<file path="src/rtl/bitstream_byte_serializer.sv">
// Expands compressed encoder descriptors (five words + flag + last) into a
// valid/ready byte stream, with a descriptor FIFO, frame byte counter and sticky errors.
module bitstream_byte_serializer #(
  parameter int unsigned SER_BITSTREAM_WIDTH = 8,
  parameter int unsigned SER_FIFO_DEPTH      = 8,
  parameter int unsigned SER_CNT_WIDTH       = 24
) (
  input  logic                           top_clk,
  input  logic                           top_reset,
  input  logic [SER_BITSTREAM_WIDTH-1:0] in_bit_1,
  input  logic [SER_BITSTREAM_WIDTH-1:0] in_bit_2,
  input  logic [SER_BITSTREAM_WIDTH-1:0] in_bit_3,
  input  logic [SER_BITSTREAM_WIDTH-1:0] in_bit_4,
  input  logic [SER_BITSTREAM_WIDTH-1:0] in_bit_5,
  input  logic [2:0]                     in_flag,
  input  logic                           in_flag_last,
  output logic [SER_BITSTREAM_WIDTH-1:0] out_byte,
  output logic                           out_valid,
  input  logic                           out_ready,
  output logic                           out_done,
  output logic [SER_CNT_WIDTH-1:0]       out_byte_count,
  output logic                           err_overflow,
  output logic                           err_flag
);

  localparam int unsigned W  = SER_BITSTREAM_WIDTH;
  localparam int unsigned AW = (SER_FIFO_DEPTH > 1) ? $clog2(SER_FIFO_DEPTH) : 1;
  localparam int unsigned LW = AW + 1;

  typedef struct packed {
    logic [W-1:0] b1;
    logic [W-1:0] b2;
    logic [W-1:0] b3;
    logic [W-1:0] b4;
    logic [W-1:0] b5;
    logic [2:0]   flag;
    logic         last;
  } desc_t;

  typedef enum logic [2:0] {
    S_IDLE, S_DIRECT, S_HEAD, S_RUN, S_T4, S_T5, S_DONE
  } state_t;

  desc_t          mem [SER_FIFO_DEPTH];
  logic [AW-1:0]  wr_ptr;
  logic [AW-1:0]  rd_ptr;
  logic [LW-1:0]  level;
  desc_t          cap_desc_c;
  desc_t          head_c;
  logic           fifo_empty_c;
  logic           fifo_full_c;
  logic           cap_req_c;
  logic           push_c;
  logic           pop_c;

  state_t         state;
  desc_t          cur;
  logic [1:0]     idx;
  logic [W-1:0]   run_cnt;
  logic           gen_ok_c;
  logic           accept_c;
  logic           emit_c;
  logic           end_c;
  logic [W-1:0]   byte_c;
  state_t         fin_c;

  // Capture: flag 4 is recorded as "no bytes" but its last bit still counts
  assign cap_req_c    = ((in_flag != 3'd0) && (in_flag != 3'd4)) || in_flag_last;
  assign cap_desc_c   = '{b1: in_bit_1, b2: in_bit_2, b3: in_bit_3, b4: in_bit_4, b5: in_bit_5,
                          flag: (in_flag == 3'd4) ? 3'd0 : in_flag, last: in_flag_last};
  assign fifo_empty_c = (level == '0);
  assign fifo_full_c  = (level == LW'(SER_FIFO_DEPTH));
  assign push_c       = cap_req_c && (!fifo_full_c || pop_c);
  assign head_c       = mem[rd_ptr];

  always_ff @(posedge top_clk) begin
    if (push_c) mem[wr_ptr] <= cap_desc_c;
  end

  always_ff @(posedge top_clk or posedge top_reset) begin
    if (top_reset) begin
      wr_ptr <= '0;
      rd_ptr <= '0;
      level  <= '0;
    end else begin
      if (push_c) wr_ptr <= wr_ptr + AW'(1);
      if (pop_c)  rd_ptr <= rd_ptr + AW'(1);
      case ({push_c, pop_c})
        2'b10:   level <= level + LW'(1);
        2'b01:   level <= level - LW'(1);
        default: level <= level;
      endcase
    end
  end

  function automatic state_t entry_state(input desc_t d);
    case (d.flag)
      3'd1, 3'd2, 3'd3: return S_DIRECT;
      3'd5, 3'd6, 3'd7: return S_HEAD;
      default:          return d.last ? S_DONE : S_IDLE;
    endcase
  endfunction

  assign gen_ok_c = !out_valid || out_ready;
  assign accept_c = out_valid && out_ready;
  assign fin_c    = cur.last ? S_DONE : S_IDLE;

  // Byte generator: one byte per free output slot, end_c marks a descriptor's final byte
  always_comb begin
    emit_c = 1'b0;
    end_c  = 1'b0;
    byte_c = '0;
    case (state)
      S_DIRECT: begin
        emit_c = gen_ok_c;
        byte_c = (idx == 2'd1) ? cur.b1 : (idx == 2'd2) ? cur.b2 : cur.b3;
        end_c  = (idx == cur.flag[1:0]);
      end
      S_HEAD: begin
        emit_c = gen_ok_c;
        byte_c = cur.b1;
        end_c  = (cur.flag == 3'd5) && (cur.b3 == '0);
      end
      S_RUN: begin
        emit_c = gen_ok_c;
        byte_c = cur.b2;
        end_c  = (cur.flag == 3'd5) && (run_cnt == W'(1));
      end
      S_T4: begin
        emit_c = gen_ok_c;
        byte_c = cur.b4;
        end_c  = (cur.flag != 3'd7);
      end
      S_T5: begin
        emit_c = gen_ok_c;
        byte_c = cur.b5;
        end_c  = 1'b1;
      end
      default: ;
    endcase
    pop_c = !fifo_empty_c &&
            ((state == S_IDLE) || (emit_c && end_c && !cur.last));
  end

  always_ff @(posedge top_clk or posedge top_reset) begin
    if (top_reset) begin
      state          <= S_IDLE;
      cur            <= '0;
      idx            <= 2'd0;
      run_cnt        <= '0;
      out_byte       <= '0;
      out_valid      <= 1'b0;
      out_done       <= 1'b0;
      out_byte_count <= '0;
      err_overflow   <= 1'b0;
      err_flag       <= 1'b0;
    end else begin
      out_done <= 1'b0;

      if (emit_c) begin
        out_valid <= 1'b1;
        out_byte  <= byte_c;
      end else if (accept_c) begin
        out_valid <= 1'b0;
      end

      if (out_done)      out_byte_count <= '0;
      else if (accept_c) out_byte_count <= out_byte_count + SER_CNT_WIDTH'(1);

      if (in_flag == 3'd4) err_flag <= 1'b1;
      if (cap_req_c && fifo_full_c && !pop_c) err_overflow <= 1'b1;

      // A pop always starts the next descriptor, whether from IDLE or chained
      if (pop_c) begin
        cur   <= head_c;
        idx   <= 2'd1;
        state <= entry_state(head_c);
      end else begin
        case (state)
          S_DIRECT: if (emit_c) begin
            if (end_c) state <= fin_c;
            else       idx   <= idx + 2'd1;
          end
          S_HEAD: if (emit_c) begin
            if (cur.b3 != '0) begin
              run_cnt <= cur.b3;
              state   <= S_RUN;
            end else begin
              state <= (cur.flag == 3'd5) ? fin_c : S_T4;
            end
          end
          S_RUN: if (emit_c) begin
            run_cnt <= run_cnt - W'(1);
            if (run_cnt == W'(1)) state <= (cur.flag == 3'd5) ? fin_c : S_T4;
          end
          S_T4: if (emit_c) state <= (cur.flag == 3'd7) ? S_T5 : fin_c;
          S_T5: if (emit_c) state <= fin_c;
          S_DONE: if (!out_valid || out_ready) begin
            out_done <= 1'b1;
            state    <= S_IDLE;
          end
          default: state <= S_IDLE;
        endcase
      end
    end
  end

endmodule

</file>
<file path="config.mk">
export PLATFORM = sky130hd
export DESIGN_NAME = bitstream_byte_serializer
export DESIGN_NICKNAME = d
export VERILOG_FILES = /design/src/rtl/bitstream_byte_serializer.sv
export SDC_FILE = /design/constraint.sdc
export NUM_CORES = 1
export LEC_CHECK = 0
export BUFFER_PORTS_ARGS = -buffer_cell sky130_fd_sc_hd__buf_2
export CORE_AREA = 2 2 254 256
export DETAILED_ROUTE_END_ITERATION = 8
export DIE_AREA = 0 0 256 258
export REMOVE_ABC_BUFFERS = 1
export SLEW_MARGIN = 10
export SYNTH_ARGS = -nofsm -noshare
export SYNTH_HDL_FRONTEND = slang
export SYNTH_SLANG_ARGS = --single-unit
</file>
<file path="constraint.sdc">
create_clock -name top_clk -period 7.9 [get_ports top_clk]
set_input_delay 1.975 -clock top_clk [delete_from_list [all_inputs] [get_ports top_clk]]
set_output_delay 1.975 -clock top_clk [all_outputs]
set_load 0.01 [all_outputs]
</file>
## Word level (Yosys, flattened, before mapping)

Memories as Yosys holds them, arrays and structs flattened.
Cells that the tools add are included.

- Add/sub/neg operators: 7
- Equal/unequal tests: 36
- Multiplexer cells: 40
- Bitwise logic cells: 1
- Reductions and logical operators: 36

Operators with widths:

| kind | count |
|---|---|
| $mux W24 | 2 |
| $mux W3 | 15 |
| $mux W8 | 5 |
| $pmux W8 S5 | 1 |
| $ne A3 B3 Y1 const B | 10 |
| $eq A3 B3 Y1 const B | 9 |
| $add A24 B1 Y24 const B | 1 |
| $pmux W3 S6 | 1 |
| $pmux W8 S2 | 1 |
| $eq A3 B2 Y1 const B | 4 |
| $reduce_bool A2 Y1 | 6 |
| $logic_and A1 B1 Y1 | 10 |
| $eq A8 B1 Y1 const B | 1 |
| $logic_not A8 Y1 | 1 |
| $mux W1 | 8 |
| $mux W2 | 4 |
| $ne A2 B2 Y1 const B | 4 |
| $pmux W4 S2 | 1 |
| $reduce_and A8 Y1 | 1 |
| $reduce_bool A8 Y1 | 1 |
| $sub A8 B1 Y8 const B | 1 |
| $add A3 B1 Y3 const B | 2 |
| $eq A3 B1 Y1 const B | 2 |
| $pmux W3 S2 | 1 |
| 18 further kinds | 28 |

- Bits in registers: 103
- Memory bits (writable): 352
- Bits of input ports: 47
- Memories kept: 1

Memories:

| name | words | bits a word | rd ports | clocked after memory_dff | wr ports | line | RTL |
|---|---|---|---|---|---|---|---|
| mem | 8 | 44 | 1 | 0 | 1 | 44 | `desc_t mem [SER_FIFO_DEPTH];` |

## Depth between registers and ports, before layout

Gate-level depths: netlist (run 1).

- Depth in word-level cells: 11
- Depth in mapped cells: 15
- Mapped depth without buffers: 12

## Worst setup path after synthesis (run 1)

No wires, ideal clock.

- Kind: input-to-reg
- Start point: input port out_ready
- End point: memory mem[2][0] (netlist bit) (enable)
- Setup time: 570 ps
- Data arrival time: 7,508 ps
- Data required time: 7,330 ps
- Path slack: -179 ps
- Stages: 6
- Path buffers: 0
- Path through: nor2b_1 > o41ai_1 > or2_2 > o21a_4 > o21ai_4 > nor4b_1

- Word-level cells in the longest chain between the ends: 10

Ends and longest elaborated chain:

| what | line | RTL |
|---|---|---|
| start, declared | 19 | `input logic out_ready,` |
| $logic_or A1 B1 Y1 | 104 | `assign gen_ok_c = !out_valid \|\| out_ready;` |
| $mux W1 | 113 | `case (state)` |
| $logic_and A1 B1 Y1 (2 in series) | 142 | `((state == S_IDLE) \|\| (emit_c && end_c && !cur.last));` |
| $logic_or A1 B1 Y1 | 142 |  |
| $logic_and A1 B1 Y1 | 141 | `pop_c = !fifo_empty_c &&` |
| $logic_or A1 B1 Y1 | 73 | `assign push_c = cap_req_c && (!fifo_full_c \|\| pop_c);` |
| $logic_and A1 B1 Y1 | 73 |  |
| $mux W1 | 77 | `if (push_c) mem[wr_ptr] <= cap_desc_c;` |
| $mux W1 (implied by the code) | 77 |  |
| end, declared | 44 |  |

Every way passes these cells.

## Worst setup path after layout (run 1)

- Start point: input port out_ready
- End point: memory mem[3][33] (netlist bit) (enable)

The elaborated chain is that of the path after synthesis.

==> results of run 1 <==
[power breakdown]
group | internal [mW] | switching [mW] | leakage (nW) | total, mW
Sequential | 3.30 | 0.457 | 4.46 | 3.76
Combinational | 1.16 | 1.64 | 2.20 | 2.80
Clock | 1.35 | 0.938 | 0.783 | 2.29
[stage by stage]
stage	area [µm²]	hold slack [ps]	power, mW	TNS [ps]	worst slack (ps)
2_1_floorplan	18500	481	5.83	-7540	-171
3_3_place_gp	20200	442	6.58	0	2730
3_5_place_dp	20200	459	6.66	0	2710
4_1_cts	21800	474	8.98	0	3290
5_1_grt	21800	491	9.37	0	3140
6_report	21800	463	8.85	0	3340
[flip-flops by register name, summed over array words and instances (netlist names)]
register / count
cur: 44
err_flag: 1
err_overflow: 1
idx: 2
level: 4
mem: 352
out_byte: 8
out_byte_count: 24
out_done: 1
out_valid: 1
rd_ptr: 3
run_cnt: 8
state: 3
wr_ptr: 3
[layer usage]
metal  track usage (%)  vias to the layer above
li1                  -                     4685
met4              3.74                        6
met3              2.93                       75
met2              21.1                      243
met5                 0                        -
met1              15.9                     5283
[worst paths after layout]
| check | start | cells after the start | end | slack (ps) |
|---|---|---|---|---|
| max | out_ready | 8 | mem[3][33] | 3340 |
| min reg2reg | err_flag | 1 | err_flag | 460 |
| min in group asynchronous | top_reset | 2 | err_flag | 1460 |
| max in group asynchronous | top_reset | 3 | rd_ptr[1] | 5080 |
| min | err_flag | 1 | err_flag | 460 |
| max reg2reg | state[1] | 8 | mem[3][33] | 3700 |
[layout make-up]
| cell class | count | area, µm² | share of cell area (%) |
|---|---|---|---|
| antenna | 4 | 10.0 | 0.0459 |
| clock buffer | 65 | 1330 | 6.08 |
| clock inverter | 26 | 305 | 1.40 |
| inverter | 11 | 43.8 | 0.201 |
| multi-input combinational | 625 | 5390 | 24.7 |
| sequential | 455 | 13200 | 60.3 |
| tap | 855 | 1070 | 4.90 |
| timing repair buffer | 96 | 515 | 2.36 |
[cells by family after synthesis]
kind of cell               after synthesis  share of synthesized area, %
buffers and inverters                   75                          2.15
DFF                                    455                          69.6
xor gates and xnor gates                30                          1.39
muxes                                  104                          11.4
AOI/OAI and AO/OA                      166                          7.38
and+or+nand+nor                        315                          7.43
adders and majority gates               10                         0.662
[cells in the final DEF (no fill, tap or decap), types with 6 or more instances in the layout]
cell type,count
nor4_1,6
clkbuf_16,49
a31oi_1,7
and3_1,7
o21ai_0,34
nand4_1,10
mux4_2,88
inv_1,8
nand3_1,11
nand2_1,138
a21oi_1,23
edfxtp_1,352
buf_2,82
buf_4,14
clkinv_2,6
mux2i_1,12
dfrtp_1,100
nor3_1,15
xnor2_1,13
a31oi_2,38
xor2_1,17
a221oi_1,15
clkbuf_1,12
nor2_1,91
ha_1,10
clkinv_1,10
==> results.py, run 1 <==
metrics = {
    "status": {
        "outcome": "complete, no violations",
    },
    "timing": {
        "clock.fmax_mhz": 219,
        "setup_viol": 0,
        "layout_worst_path_cycle_share_pct": 57.7,
        "clock_skew_ps": 25.7,
        "worst_slew_pin_slew_ps": 1040,
        "report.final.hold_viol_count": 0,
        "rsz0062_at_grt": "no",
        "finalCriticalPeriod_ps": 4560,
        "drv_slew": 0,
        "timing.max_slew.rel_slack_pct": 30.5,
    },
    "critical_path": {
        "worst-path-buf-inv": 2,
        "path_max_fanout": 34,
        "cp_cell_sequence": "buf_2, nor2b_1, o41ai_1, or2_2, o21a_4, o211ai_2, nor3b_2, buf_4",
        "class_of_the_most_critical_setup_path": "input pin to flip-flop",
        "endpoint_kind": "flip-flop",
        "startpoint_type": "input pin",
        "critical_path_required_ps": 8110,
        "worst_path_max_delay_cell": "nor3b_2",
        "cp.arrival_ps": 4770,
        "timing.critical_path.slowest_cell_delay_ps": 880,
        "cp_top_family": "simple AND/OR/NAND/NOR gates",
    },
    "synth": {
        "synth_top_cells_by_area": "edfxtp_1 56%, dfrtp_1 14%, mux4_2 10%",
        "synthCells": 1155,
        "synthesis.area_per_instance_um2": 16.4,
        "yosys.area.top_type": "edfxtp_1",
        "asyncSetResetFlopFracSynth_pct": 22.6,
        "netlist-cell-type-count": 81,
        "synthFlopType": "edfxtp_1",
        "synth_top_area_share_pct": 56.0,
        "synth_warnings": 0,
        "netlist_top_cells_count": "352 x edfxtp_1, 138 x nand2_1, 103 x dfrtp_1",
        "synth-seq-area-share_pct": 69.6,
        "post_synthesis_cell_area_um2": 18900,
        "synth.most_common_cell": "edfxtp_1",
        "number_of_enable_flip_flop_cells_after_synthesis": 352,
        "total_of_flip_flops_plus_latches_after_synthesis": 455,
    },
    "floorplanning": {
        "fp.dieH_um": 258,
        "num_io_pins": 83,
        "coreArea_um2": 63600,
        "fp.dieW_um": 256,
        "die_area_um2": 66000,
        "fp-row-count": 93,
        "initial_utilization_pct": 29.7,
    },
    "route": {
        "detailed_route_wirelength_on_metal2_um": 20300,
        "wirelength_met1_um": 17700,
        "dr_total_vias": 10292,
        "detail-route-antenna-nets": 0,
        "wl_um": 41200,
        "drt_iter0_markers": 792,
        "vias_per_cell": 4.82,
        "drc": 0,
        "top_layer_used": "met5",
        "post_drt_wl_per_cell_um": 19.3,
        "number_of_detailed_routing_iterations_run_before_antenna_repair": 7,
        "met3_routed_wl_um": 2330,
    },
    "global_route": {
        "first_pass_grt_wire_length_um": 63700,
        "grt_max_degree": 64,
        "globalRoute.totalOverflow": 0,
        "grtUsageTotal_pct": 12.4,
        "grt_pass1_vias": 10502,
        "grt_antenna_before_repair": 8,
    },
    "cts": {
        "cts.reportedPaths.clkPinSlew_ps": 70,
        "ctsResizeCount": 0,
        "cts_tree": "done",
        "post_cts_buffers": 0,
        "worst_skew_pair.late_latency_ps": 590,
        "inserted_clock_buffers": 49,
        "clk_path_buf_depth": 3,
        "clock_tree.root_cell": "clkbuf_16",
        "clock_sink_count": 455,
        "htreeDepth": 2,
        "post_cts_hold_buffer_count": 0,
    },
    "power_and_ir_drop": {
        "pwr_density_cell_nw_per_um2": 406,
        "irDropWorstVdd_uv": 227,
        "power.static_leakage_nw": 7.44,
    },
    "run": {
        "drv.max_cap_violation_count": 0,
    },
    "cells_and_area": {
        "area_delta_synth_final_pct": 15.5,
        "finalNetCount": 1295,
        "fillCellCount": 6066,
        "final_core_util_pct": 34.3,
        "final_layout_size_suffix_gt1_share_pct": 25.7,
        "stdcell_count": 2137,
    },
    "placed_design": {
        "detailedPlacementHpwl_um": 24000,
        "finalWeightedCongestion": 0.767,
        "numPortBuffers": 82,
        "placed_cells_incl_taps": 2042,
    },
    "worst_hold_path": {
        "hold_path_class": "flip-flop to flip-flop",
    },
}
Power figures use the tool's default switching activity.
==> inputs of run 2 (changes only) <==
clock period = 4.05 ns   (was 7.9 ns; I/O delays follow)
==> results.py, run 2 (synthesis results as in run 1) <==
metrics = {
    "cts": {
        "post_cts_hold_buffer_count": 0,
        "clock_tree.root_cell": "clkbuf_16",
        "post_cts_buffers": 0,
        "htreeDepth": 2,
        "cts.reportedPaths.clkPinSlew_ps": 60,
        "clock_sink_count": 455,
        "clk_path_buf_depth": 3,
        "ctsResizeCount": 0,
        "cts_tree": "done",
        "inserted_clock_buffers": 47,
        "worst_skew_pair.late_latency_ps": 600,
    },
    "global_route": {
        "grtUsageTotal_pct": 12.7,
        "globalRoute.totalOverflow": 0,
        "grt_antenna_before_repair": 4,
        "first_pass_grt_wire_length_um": 64800,
        "grt_max_degree": 93,
        "grt_pass1_vias": 10690,
    },
    "power_and_ir_drop": {
        "power.static_leakage_nw": 7.55,
        "p_seq_share_pct": 41.4,
        "comb_power_share_pct": 33.1,
        "sw_frac_of_total_pct": 34.1,
        "cell_internal_pwr_mw": 11.5,
        "power.clock.fraction_pct": 25.6,
        "report.power.total_mw": 17.5,
        "irDropWorstVdd_uv": 475,
        "pwr_density_cell_nw_per_um2": 794,
        "net_switching_component_of_the_power_mw": 5.97,
    },
    "timing": {
        "clock_skew_ps": 21.5,
        "rsz0062_at_grt": "no",
        "worst_slew_pin_slew_ps": 899,
        "worst_hold_slack_ps": 461,
        "layout_worst_path_cycle_share_pct": 82.4,
        "timing.max_slew.rel_slack_pct": 39.8,
        "layout_setup_ws_ps": 715,
        "setup_viol": 0,
        "clock.fmax_mhz": 300,
        "report.final.hold_viol_count": 0,
        "finalCriticalPeriod_ps": 3340,
        "drv_slew": 0,
    },
    "route": {
        "vias_per_cell": 4.83,
        "wl_um": 41600,
        "post_drt_wl_per_cell_um": 19.4,
        "dr_total_vias": 10355,
        "drc": 0,
        "detail-route-antenna-nets": 0,
        "drt_iter0_markers": 911,
        "number_of_detailed_routing_iterations_run_before_antenna_repair": 5,
    },
    "cells_and_area": {
        "largest_registers": "mem: 352 flops, cur: 44 flops, out_byte_count: 24 flops",
        "finalNetCount": 1305,
        "final_layout_size_suffix_gt1_share_pct": 26.3,
        "final_core_util_pct": 34.6,
        "area_delta_synth_final_pct": 16.5,
        "registers.top_by_ff_count": "mem",
        "stdcell_count": 2143,
        "mostFrequentLayoutCells": "352 x edfxtp_1, 138 x nand2_1, 100 x dfrtp_1",
        "largest_register_ffs": 352,
        "layout_commonest_cell": "edfxtp_1",
    },
    "floorplanning": {
        "fp.dieH_um": 258,
        "die_area_um2": 66000,
        "num_io_pins": 83,
        "fp-row-count": 93,
        "coreArea_um2": 63600,
        "initial_utilization_pct": 29.7,
        "fp.dieW_um": 256,
    },
    "placed_design": {
        "placed_cells_incl_taps": 2054,
        "numPortBuffers": 82,
        "detailedPlacementHpwl_um": 24700,
        "pre_cts_slack_ps": 680,
        "finalWeightedCongestion": 0.816,
    },
    "status": {
        "outcome": "complete, no violations",
    },
    "worst_hold_path": {
        "hold_path_class": "flip-flop to flip-flop",
        "hold_depth": 1,
        "holdPathEnd": "err_flag",
        "hp-start": "err_flag",
    },
    "critical_path": {
        "critical_path_required_ps": 4270,
        "worst_path_max_delay_cell": "dfrtp_1",
        "endpoint_kind": "flip-flop",
        "startpoint_type": "flip-flop",
        "timing.critical_path.slowest_cell_delay_ps": 710,
        "class_of_the_most_critical_setup_path": "flip-flop to flip-flop",
        "cp_cell_sequence": "ha_1, nor2_1, a2111oi_2, or2_2, o21a_4, o21ai_4, nor4b_4, buf_4",
        "r2r-start": "state[1]",
        "worst_r2r_endpoint": "mem[4][20]",
        "setup.reg_to_reg.worst_slack_ps": 710,
        "r2r.worst_path.cells": 8,
        "cp.arrival_ps": 3550,
        "path_max_fanout": 27,
    },
    "run": {
        "drv.max_cap_violation_count": 0,
    },
}
[run 2: cell types whose count changed in the layout (fill, tap and decap cells not counted), sizes merged]
cell	delta
buf	+12
clkinv	-6
diode	-3
clkbuf	+4
clkinvlp	-3
inv	+2
[run 2: layer usage]
layer  global-route usage (%)  share of wire [%]
met2                     21.4                 49
met5                        0              0.036
met1                     16.8                 44
met3                     2.29                4.7
met4                     3.65                2.1
[run 2: worst max path at each step]
| stage | start | to | slack [ps] | cells after the start |
|---|---|---|---|---|
| floorplan | out_ready | mem[2][0] | -3060 | 6 |
| global placement | out_ready | mem[4][9] | 660 | 8 |
| detailed placement | out_ready | mem[4][5] | 680 | 8 |
| CTS | state[1] | mem[4][20] | 730 | 8 |
| global route | state[1] | mem[5][20] | 480 | 8 |
| finish | state[1] | mem[4][20] | 710 | 8 |
[run 2: through the flow]
step / instance area [µm²] / TNS, ps
6_report: 22000 / 0
5_1_grt: 22000 / 0
4_1_cts: 22000 / 0
3_5_place_dp: 20400 / 0
3_3_place_gp: 20400 / 0
2_1_floorplan: 18500 / -604940
[run 2: power groups by stage]
stage          Sequential (mW)  Combinational (mW)  Clock (mW)
2_1_floorplan             7.42                3.96           0
3_3_place_gp              7.27                5.79           0
3_5_place_dp              7.33                5.87           0
4_1_cts                   7.25                5.89        4.59
5_1_grt                   7.39                6.34        4.77
6_report                  7.23                5.78        4.47
[run 2: final cells by class]
cell class / instances / area, µm²
Antenna cell: 1 / 2.50
Clock buffer: 69 / 1360
Clock inverter: 19 / 263
Fill cell: 6078 / 41600
Inverter: 11 / 43.8
Multi-Input combinational cell: 625 / 5390
Sequential cell: 455 / 13200
Tap cell: 855 / 1070
Timing Repair Buffer: 108 / 731
[run 2: critical path: cells and delay by family (launching register included)]
| family | cells | cell delay (ps) |
|---|---|---|
| buf+inv | 1 | 440 |
| flops | 1 | 710 |
| compound gates | 3 | 730 |
| simple gates | 3 | 620 |
| fa+ha+maj | 1 | 420 |
==> inputs of run 3 (changes only) <==
clock period = 3.3 ns   (was 4.05 ns; I/O delays follow)
==> results.py, run 3 (synthesis results as in run 1) <==
metrics = {
    "timing": {
        "clock.fmax_mhz": 347,
        "rsz0062_at_grt": "no",
        "finalCriticalPeriod_ps": 2880,
        "worst_hold_slack_ps": 208,
        "layout_setup_ws_ps": 421,
        "clock_skew_ps": 27.0,
        "layout_worst_path_cycle_share_pct": 87.2,
        "worst_slew_pin_slew_ps": 829,
        "drv_slew": 0,
        "final.setup.tns_ps": 0,
        "setup_viol": 0,
        "report.final.hold_viol_count": 0,
        "timing.max_slew.rel_slack_pct": 44.5,
    },
    "cells_and_area": {
        "final_core_util_pct": 34.6,
        "largest_registers": "mem: 352 flops, cur: 44 flops, out_byte_count: 24 flops",
        "finalNetCount": 1318,
        "stdcell_count": 2156,
        "area_delta_synth_final_pct": 16.5,
        "mostFrequentLayoutCells": "352 x edfxtp_1, 138 x nand2_1, 100 x dfrtp_1",
        "layout_commonest_cell": "edfxtp_1",
        "final_layout_size_suffix_gt1_share_pct": 26.9,
        "largest_register_ffs": 352,
        "registers.top_by_ff_count": "mem",
    },
    "critical_path": {
        "startpoint_type": "flip-flop",
        "critical_path_required_ps": 3550,
        "endpoint_kind": "flip-flop",
        "cp.arrival_ps": 3130,
        "path_max_fanout": 44,
        "class_of_the_most_critical_setup_path": "flip-flop to flip-flop",
    },
    "cts": {
        "htreeDepth": 2,
        "post_cts_buffers": 0,
        "cts_tree": "done",
        "cts.reportedPaths.clkPinSlew_ps": 60,
        "inserted_clock_buffers": 47,
        "worst_skew_pair.late_latency_ps": 590,
        "clock_tree.root_cell": "clkbuf_16",
        "post_cts_hold_buffer_count": 0,
        "clk_path_buf_depth": 3,
        "clock_sink_count": 455,
    },
    "floorplanning": {
        "coreArea_um2": 63600,
        "fp.dieH_um": 258,
        "die_area_um2": 66000,
        "num_io_pins": 83,
        "fp.dieW_um": 256,
        "initial_utilization_pct": 29.7,
        "fp-row-count": 93,
    },
    "global_route": {
        "grtUsageTotal_pct": 12.7,
        "globalRoute.totalOverflow": 0,
        "grt_pass1_vias": 10809,
        "grt_max_degree": 93,
        "first_pass_grt_wire_length_um": 65500,
        "grt_antenna_before_repair": 5,
    },
    "route": {
        "drt_iter0_markers": 909,
        "vias_per_cell": 4.84,
        "post_drt_wl_per_cell_um": 19.4,
        "detail-route-antenna-nets": 0,
        "number_of_detailed_routing_iterations_run_before_antenna_repair": 6,
        "drc": 0,
        "dr_total_vias": 10426,
        "wl_um": 41900,
    },
    "placed_design": {
        "detailedPlacementHpwl_um": 25400,
        "placed_cells_incl_taps": 2067,
        "numPortBuffers": 82,
        "finalWeightedCongestion": 0.795,
        "pre_cts_slack_ps": 178,
    },
    "run": {
        "drv.max_cap_violation_count": 0,
    },
    "power_and_ir_drop": {
        "irDropWorstVdd_uv": 856,
        "power.static_leakage_nw": 7.56,
        "pwr_density_cell_nw_per_um2": 960,
    },
    "status": {
        "outcome": "complete, no violations",
    },
    "worst_hold_path": {
        "hold_path_class": "input pin to asynchronous set/reset pin",
    },
}
==> run 3: metrics by stage <==
step,power (mW),area (µm²)
5_1_grt,22.4,22000
3_5_place_dp,16.3,20500
4_1_cts,21.4,22000
6_report,21.1,22000
2_1_floorplan,14.0,18500
3_3_place_gp,16.1,20500
==> run 3: timing repair <==
item                                   in CTS  in global routing
endpoints found under the hold margin       0                  0
setup endpoints to repair                   0                 54
gates resized for setup                     0                  1
==> run 3: layout make-up <==
type,instances,area [µm²]
multi-input combinational,625,5390
fill,6055,41600
timing repair buffer,121,866
antenna,1,2.50
inverter,11,43.8
clock inverter,19,134
clock buffer,69,1350
sequential,455,13200
tap,855,1070
==> run 3: per-layer routing <==
metal / track usage [%] / routed length, µm / vias up
met3: 2.46 / 2250 / 49
met1: 17.0 / 18400 / 5383
met4: 3.61 / 698 / 6
met5: 0 / 39 / -
met2: 21.2 / 20500 / 270
li1: - / - / 4718
==> run 3: worst paths after layout <==
path	from	end	slack, ps	cells after the start
setup / recovery	cur[25]	mem[2][23]	420	7
hold / removal	top_reset	err_flag	210	2
setup reg to reg	cur[25]	mem[2][23]	420	7
hold reg to reg	err_overflow	err_overflow	470	1
max in group asynchronous	top_reset	rd_ptr[2]	2450	3
min in group top_clk	in_flag[2]	err_flag	470	2
==> run 3: worst max-delay path, stage by stage, from the launching register on <==
cell and delay [ps]:
dfrtp_1 460, nor4_2 490, nand3_1 240, a21oi_4 270, o21a_4 210, o21ai_4 120, nor4b_2 380, buf_12 350
==> run 3: power breakdown <==
| part | total, mW | leakage (nW) | switching [mW] | internal, mW |
|---|---|---|---|---|
| logic | 7.23 | 2.37 | 4.17 | 3.05 |
| clock network | 5.08 | 0.728 | 2.22 | 2.86 |
| registers | 8.83 | 4.46 | 0.944 | 7.88 |
